<file path="config.mk">
export PLATFORM = sky130hd
export DESIGN_NAME = uni_shift_reg_param
export DESIGN_NICKNAME = d
export VERILOG_FILES = /design/src/rtl/uni_shift_reg_param_pkg.sv /design/src/rtl/uni_shift_reg_param_bit_cell.sv /design/src/rtl/uni_shift_reg_param.sv
export SDC_FILE = /design/constraint.sdc
export NUM_CORES = 1
export LEC_CHECK = 0
export CORE_UTILIZATION = 59
export CTS_BUF_LIST = sky130_fd_sc_hd__clkbuf_16
export DETAILED_ROUTE_END_ITERATION = 12
export DONT_BUFFER_PORTS = 1
export PLACE_DENSITY = 0.75
export SLEW_MARGIN = 15
export SYNTH_ARGS = -nofsm -noshare
export SYNTH_HDL_FRONTEND = slang
export SYNTH_HIERARCHICAL = 1
export SYNTH_SLANG_ARGS = --single-unit
</file>
<file path="constraint.sdc">
create_clock -name clock -period 2.29 [get_ports clock]
set_input_delay 0.458 -clock clock [delete_from_list [all_inputs] [get_ports clock]]
set_output_delay 0.458 -clock clock [all_outputs]
set_load 0.02 [all_outputs]
</file>
<file path="src/rtl/uni_shift_reg_param_pkg.sv">
// Shared definitions for the universal shift register: operation encodings and mode helpers.
package uni_shift_reg_param_pkg;

   localparam int unsigned MODE_W = 3;

   typedef enum logic [MODE_W-1:0] {
      USR_HOLD  = 3'b000,
      USR_SHL   = 3'b001,
      USR_SHR   = 3'b010,
      USR_LOAD  = 3'b011,
      USR_ROTL  = 3'b100,
      USR_ROTR  = 3'b101,
      USR_ASR   = 3'b110,
      USR_CLEAR = 3'b111
   } usr_mode_e;

   // Any mode that moves bits advances the frame counter.
   function automatic logic is_shift(input usr_mode_e m);
      return (m == USR_SHL) || (m == USR_SHR) || (m == USR_ROTL) ||
             (m == USR_ROTR) || (m == USR_ASR);
   endfunction

   // Right-moving modes serialise from the LSB, everything else from the MSB.
   function automatic logic shifts_right(input usr_mode_e m);
      return (m == USR_SHR) || (m == USR_ROTR) || (m == USR_ASR);
   endfunction

endpackage

</file>
<file path="src/rtl/uni_shift_reg_param_bit_cell.sv">
// One register bit: next-state mux over the eight modes plus its async-reset flop.
module uni_shift_reg_param_bit_cell
   import uni_shift_reg_param_pkg::*;
#(
   parameter bit IS_LSB  = 1'b0,
   parameter bit IS_MSB  = 1'b0,
   parameter bit RST_BIT = 1'b0
) (
   input  logic      clock,
   input  logic      reset_n,
   input  logic      enable,
   input  usr_mode_e mode,
   input  logic      upper,
   input  logic      lower,
   input  logic      load_bit,
   input  logic      serial_in,
   output logic      q
);

   logic d_c;

   // upper/lower already carry the wrap-around neighbour at the edge cells.
   always_comb begin
      d_c = q;
      case (mode)
         USR_HOLD:  d_c = q;
         USR_SHL:   d_c = IS_LSB ? serial_in : lower;
         USR_SHR:   d_c = IS_MSB ? serial_in : upper;
         USR_LOAD:  d_c = load_bit;
         USR_ROTL:  d_c = lower;
         USR_ROTR:  d_c = upper;
         USR_ASR:   d_c = IS_MSB ? q : upper;
         USR_CLEAR: d_c = 1'b0;
         default:   d_c = q;
      endcase
   end

   always_ff @(posedge clock or negedge reset_n) begin
      if (!reset_n) begin
         q <= RST_BIT;
      end else if (enable) begin
         q <= d_c;
      end
   end

endmodule

</file>
<file path="src/rtl/uni_shift_reg_param.sv">
// Parametrised universal shift register with per-frame shift counter and frame-done pulse.
module uni_shift_reg_param
   import uni_shift_reg_param_pkg::*;
#(
   parameter int unsigned      WIDTH       = 8,
   parameter logic [WIDTH-1:0] RESET_VALUE = '0,
   localparam int unsigned     CW          = $clog2(WIDTH)
) (
   input  logic              clock,
   input  logic              reset_n,
   input  logic              enable,
   input  logic [2:0]        mode,
   input  logic [WIDTH-1:0]  data_input,
   input  logic              serial_in_left,
   input  logic              serial_in_right,
   output logic [WIDTH-1:0]  parallel_output,
   output logic              shift_output,
   output logic [CW-1:0]     shift_count,
   output logic              frame_done
);

   usr_mode_e        mode_c;
   logic [WIDTH-1:0] q;

   assign mode_c = usr_mode_e'(mode);

   for (genvar i = 0; i < WIDTH; i++) begin : g_cell
      logic upper;
      logic lower;
      logic ser;

      if (i == WIDTH - 1) begin : g_top
         assign upper = q[0];
      end else begin : g_mid_up
         assign upper = q[i+1];
      end

      if (i == 0) begin : g_bot
         assign lower = q[WIDTH-1];
         assign ser   = serial_in_right;
      end else if (i == WIDTH - 1) begin : g_msb
         assign lower = q[i-1];
         assign ser   = serial_in_left;
      end else begin : g_mid
         assign lower = q[i-1];
         assign ser   = 1'b0;
      end

      uni_shift_reg_param_bit_cell #(
         .IS_LSB  (i == 0),
         .IS_MSB  (i == WIDTH - 1),
         .RST_BIT (RESET_VALUE[i])
      ) u_cell (
         .clock     (clock),
         .reset_n   (reset_n),
         .enable    (enable),
         .mode      (mode_c),
         .upper     (upper),
         .lower     (lower),
         .load_bit  (data_input[i]),
         .serial_in (ser),
         .q         (q[i])
      );
   end

   assign parallel_output = q;
   assign shift_output    = shifts_right(mode_c) ? q[0] : q[WIDTH-1];

   // frame_done defaults low every edge so the pulse lasts one cycle regardless of enable.
   always_ff @(posedge clock or negedge reset_n) begin
      if (!reset_n) begin
         shift_count <= '0;
         frame_done  <= 1'b0;
      end else begin
         frame_done <= 1'b0;
         if (enable) begin
            if (is_shift(mode_c)) begin
               if (shift_count == CW'(WIDTH - 1)) begin
                  shift_count <= '0;
                  frame_done  <= 1'b1;
               end else begin
                  shift_count <= shift_count + CW'(1);
               end
            end else if ((mode_c == USR_LOAD) || (mode_c == USR_CLEAR)) begin
               shift_count <= '0;
            end
         end
      end
   end

endmodule
</file>
Word-level counts from Yosys, hierarchy flattened
Cells that the tools add are included.
Widths: inputs -> output; s select.

word-level totals
  flip-flop bits (word level) = 12
  bits in latches = 0
  RAM bits = 0
  bits in read-only memories = 0
  input bits = 16
  output and inout port bits = 13
  word-level logic and storage cells = 51
  memories kept = 0

cells by class
  $add $sub $neg = 1
  $mul = 0
  divide/modulo/power cells = 0
  $lt $le $gt $ge = 0
  equal/unequal tests = 8
  shift operators = 0
  muxes and demuxes = 15
  bitwise gates (word level) = 2
  reductions and logical operators = 15

operator list
  operator             count
  $pmux 1 s4           6
  $eq 3x3->1 const B   5
  $pmux 1 s5           2
  $mux 3               3
  $logic_or 1x1->1     7
  $eq 3x2->1 const B   2
  $reduce_and 2->1     3
  $mux 1               4
  $reduce_or 2->1      2
  $add 3x1->3 const B  1
  $eq 3x1->1 const B   1
  $logic_not 3->1      1
  $reduce_or 3->1      1
  $not 1->1            2
  $reduce_bool 2->1    1

Depth between registers and ports, before layout
  depth after elaboration = 7
  depth in mapped cells = 5
  gate-level depth less buffers = 5

Hierarchy
The synthesis kept the hierarchy.

by module, submodules not included
  module                                                times used  cells each  area each (µm²)  seq. area each (µm²)
  uni_shift_reg_param_bit_cell at g_cell[1].u_cell ...  6           11          88.8             25.0
  uni_shift_reg_param                                   1           31          287.8            100.1
  uni_shift_reg_param_bit_cell at g_cell[7].u_cell      1           11          100.1            25.0
  uni_shift_reg_param_bit_cell at g_cell[0].u_cell      1           9           88.8             25.0

Worst setup path before layout
Ideal clock, no wire load.

  kind = in2out
  start = input mode[2]
  end = output shift_output
  data arrival time = 1,016 ps
  required time = 1,832 ps
  path slack = 816 ps
  stages = 3
  buffers on the path = 0
  cell sequence = a21oi_1 a21oi_1 mux2_2

between the ends
  word-level cells in the longest chain between the ends = 4
  elaborated cells between the ends (all ways) = 6
  classes of those cells = eq/ne (3); mux (1); reduce/logical (2)

RTL lines
  what                                             RTL line                       source
  start, declared                                  uni_shift_reg_param.sv:12      input logic [2:0] mode,
  $eq 3x2->1 / $eq 3x3->1 (equally long branches)  uni_shift_reg_param_pkg.sv:25  return (m == USR_SHR) || (m == USR_ROTR) || (m == USR_ASR);
  $logic_or 1x1->1                                 uni_shift_reg_param_pkg.sv:25
  $logic_or 1x1->1 *                               uni_shift_reg_param_pkg.sv:25
  $mux 1 *                                         uni_shift_reg_param.sv:67      assign shift_output = shifts_right(mode_c) ? q[0] : q[WIDTH-1];
  end, declared                                    uni_shift_reg_param.sv:17      output logic shift_output,

Every way passes the cells marked *; elsewhere a longest branch is shown, timed or not.

Worst setup path in the final report
  start = register g_cell[0].u_cell.q
  end = output shift_output

between the ends
  word-level cells in the longest chain between the ends = 1

RTL lines
  what                    RTL line                            source
  start, declared         uni_shift_reg_param_bit_cell.sv:17  output logic q
  start signal, assigned  uni_shift_reg_param_bit_cell.sv:40  q <= RST_BIT;
  start signal, assigned  uni_shift_reg_param_bit_cell.sv:42  q <= d_c;
  $mux 1                  uni_shift_reg_param.sv:67

Every way passes these cells.

==> results_dict.tcl <==
set metrics [dict create \
    place_inst 124 \
    cp_slowest_cell "dfrtp_1" \
    crit_start "g_cell[0].u_cell/q" \
    n_fill_cell 135 \
    antenna_found_initial 0 \
    postLayoutSetupSlackWorst_ns 0.7176 \
    tns_ns 0 \
    crit_path_end_kind "primary output" \
    status "finished, final reports clean" \
    clock.fmax_ghz 0.6360 \
    period_share 0.6866 \
    slew_viol_final 0 \
    min_from "enable" \
    worstPathRequired_ns 1.83 \
    worst-path-max-fanout 6 \
    vias_per_cell 6.705 \
    syn_inst 116 \
    dp_hpwl_um 1280 \
    use_met3 0.05532 \
    ys.warnings.count 6 \
    clockBufferDepth 2 \
    area_growth_pct 4.851 \
    mostFrequentLayoutCell "a21oi_1" \
    most-common-layout-cells "22 x a21oi_1, 13 x nand2_1, 12 x dfrtp_1" \
    ant_nets 0 \
    crit_family "flip-flops" \
    post_layout_nonfiller_instances 129 \
    io_buffers 0 \
    top_usage_layer "met2" \
    die-height_um 43.29 \
    wl_per_cell_um 15.88 \
    use_met1 0.3298 \
    n_antenna_cell 0 \
    slowest_delay_ns 0.50 \
    die_w_um 43.29 \
    grt_pass1_wl_um 3236 \
    setup_viol 0 \
    tightest_slew_ns 0.5739 \
    clockRootBuffer "clkbuf_16" \
    start_util 0.6526 \
    peakVddDrop_v 0.0005666 \
    p_per_area_nw_per_um2 807.8 \
    p_leak_nw 0.4258 \
    regToRegStartpoint "shift_count[0]" \
    core_region_area_um2 1541 \
    synth_nets 134 \
    cp_num_buf_inv 0 \
    arrival_ns 1.11 \
    ios 29 \
    cts.sinks 12 \
    dpl_worst_slack_ns 0.7994 \
    wl_um 2048 \
    clk-insertion-delay-late_ns 0.24 \
    min_path_type "primary input to register" \
    gp_congestion 0.7008 \
    p_total_mw 0.8520 \
    whs_ns 0.3017 \
    fin_nets 132 \
    numCtsBuffers 3 \
    row_count 14 \
    cts.clk_slew.worst_paths_ns 0.04 \
    syn_avg_cell_area_um2 8.672 \
    dr.first_iter.drc_count 32 \
    rsz0062_at_grt "false" \
    synth.cell_area_um2 1006 \
    overflow 0 \
    drt-pass1-iter-count 4 \
    crit_type "register to primary output" \
    start_kind "register" \
    dieArea_um2 1874 \
    gr-usage-all-layers 0.2302 \
    drt_drc_violations_left 0 \
    cts_resized 0 \
    grt_pass1_vias 711 \
    fin_crit_ns 1.572 \
    crit_chain "mux2_2" \
    hold_violations 0 \
    relSlewSlack 0.6161 \
    cap_violations 0 \
    drive_above_1_share 0.1062 \
    htreeDepth 1 \
    clock_skew_ns 0.0007440 \
    grt_max_degree 45 \
    cts_tree "yes" \
    use_met2 0.3313 \
    vias 865 \
]
-- flip-flops by register name, summed over array words and instances, names as in the netlist --
register,count
shift_count,3
frame_done,1
g_cell.u_cell/q,8
-- metrics by stage --
step	area, µm²	utilization
after floorplan	1006	-
after global placement	965.9	0.6266
after detailed placement	965.9	0.6266
after CTS	1055	0.6843
after global routing	1055	0.6843
final	1055	0.6843
-- worst reg2reg max path: stages (launching register included) --
cell and delay, ns:
dfrtp_1 0.47, ha_1 0.25, ha_1 0.19, a21oi_1 0.14, nor3b_1 0.20, a21o_1 0.10
-- report_power, final --
part           leakage (nW)  switching [mW]  total [mW]  internal [mW]
logic                 0.243          0.0699       0.152         0.0826
registers             0.144           0.122       0.378          0.256
clock network        0.0385          0.0913       0.321          0.230
total                 0.426           0.283       0.852          0.569
-- final cells by class --
class                   instances  area [µm²]  area share
repair buffers                  1       10.01    0.009490
clock buffers                   3       75.07     0.07117
flip-flops and latches         12       300.3      0.2847
inverters                       1       3.754    0.003559
clock inverters                 1       3.754    0.003559
well taps                      16       20.02     0.01898
multi-input cells              95       641.9      0.6085
-- final timing paths --
path                                 endpoint  slack [ns]  depth (start not counted)
min in group asynchronous  g_cell[2].u_cell/q        0.66                          1
hold / removal             g_cell[3].u_cell/q        0.30                          1
max in group asynchronous  g_cell[4].u_cell/q        1.26                          1
hold reg to reg                shift_count[2]        0.66                          2
setup / recovery                 shift_output        0.72                          1
setup reg to reg               shift_count[0]        0.87                          5
-- per-layer routing --
metal	routed length [µm]	share of wire	up-vias
met5	0	0	-
met4	9	0.0044	0
li1	-	-	433
met1	987	0.48	408
met2	955	0.47	22
met3	95	0.046	2
-- timing repair --
item,in CTS,in global routing
hold buffers,1,0
buffers inserted,0,0
endpoints found under the hold margin,12,0
setup endpoints to repair,0,0
Note: power is estimated with default switching activity, not from simulation.
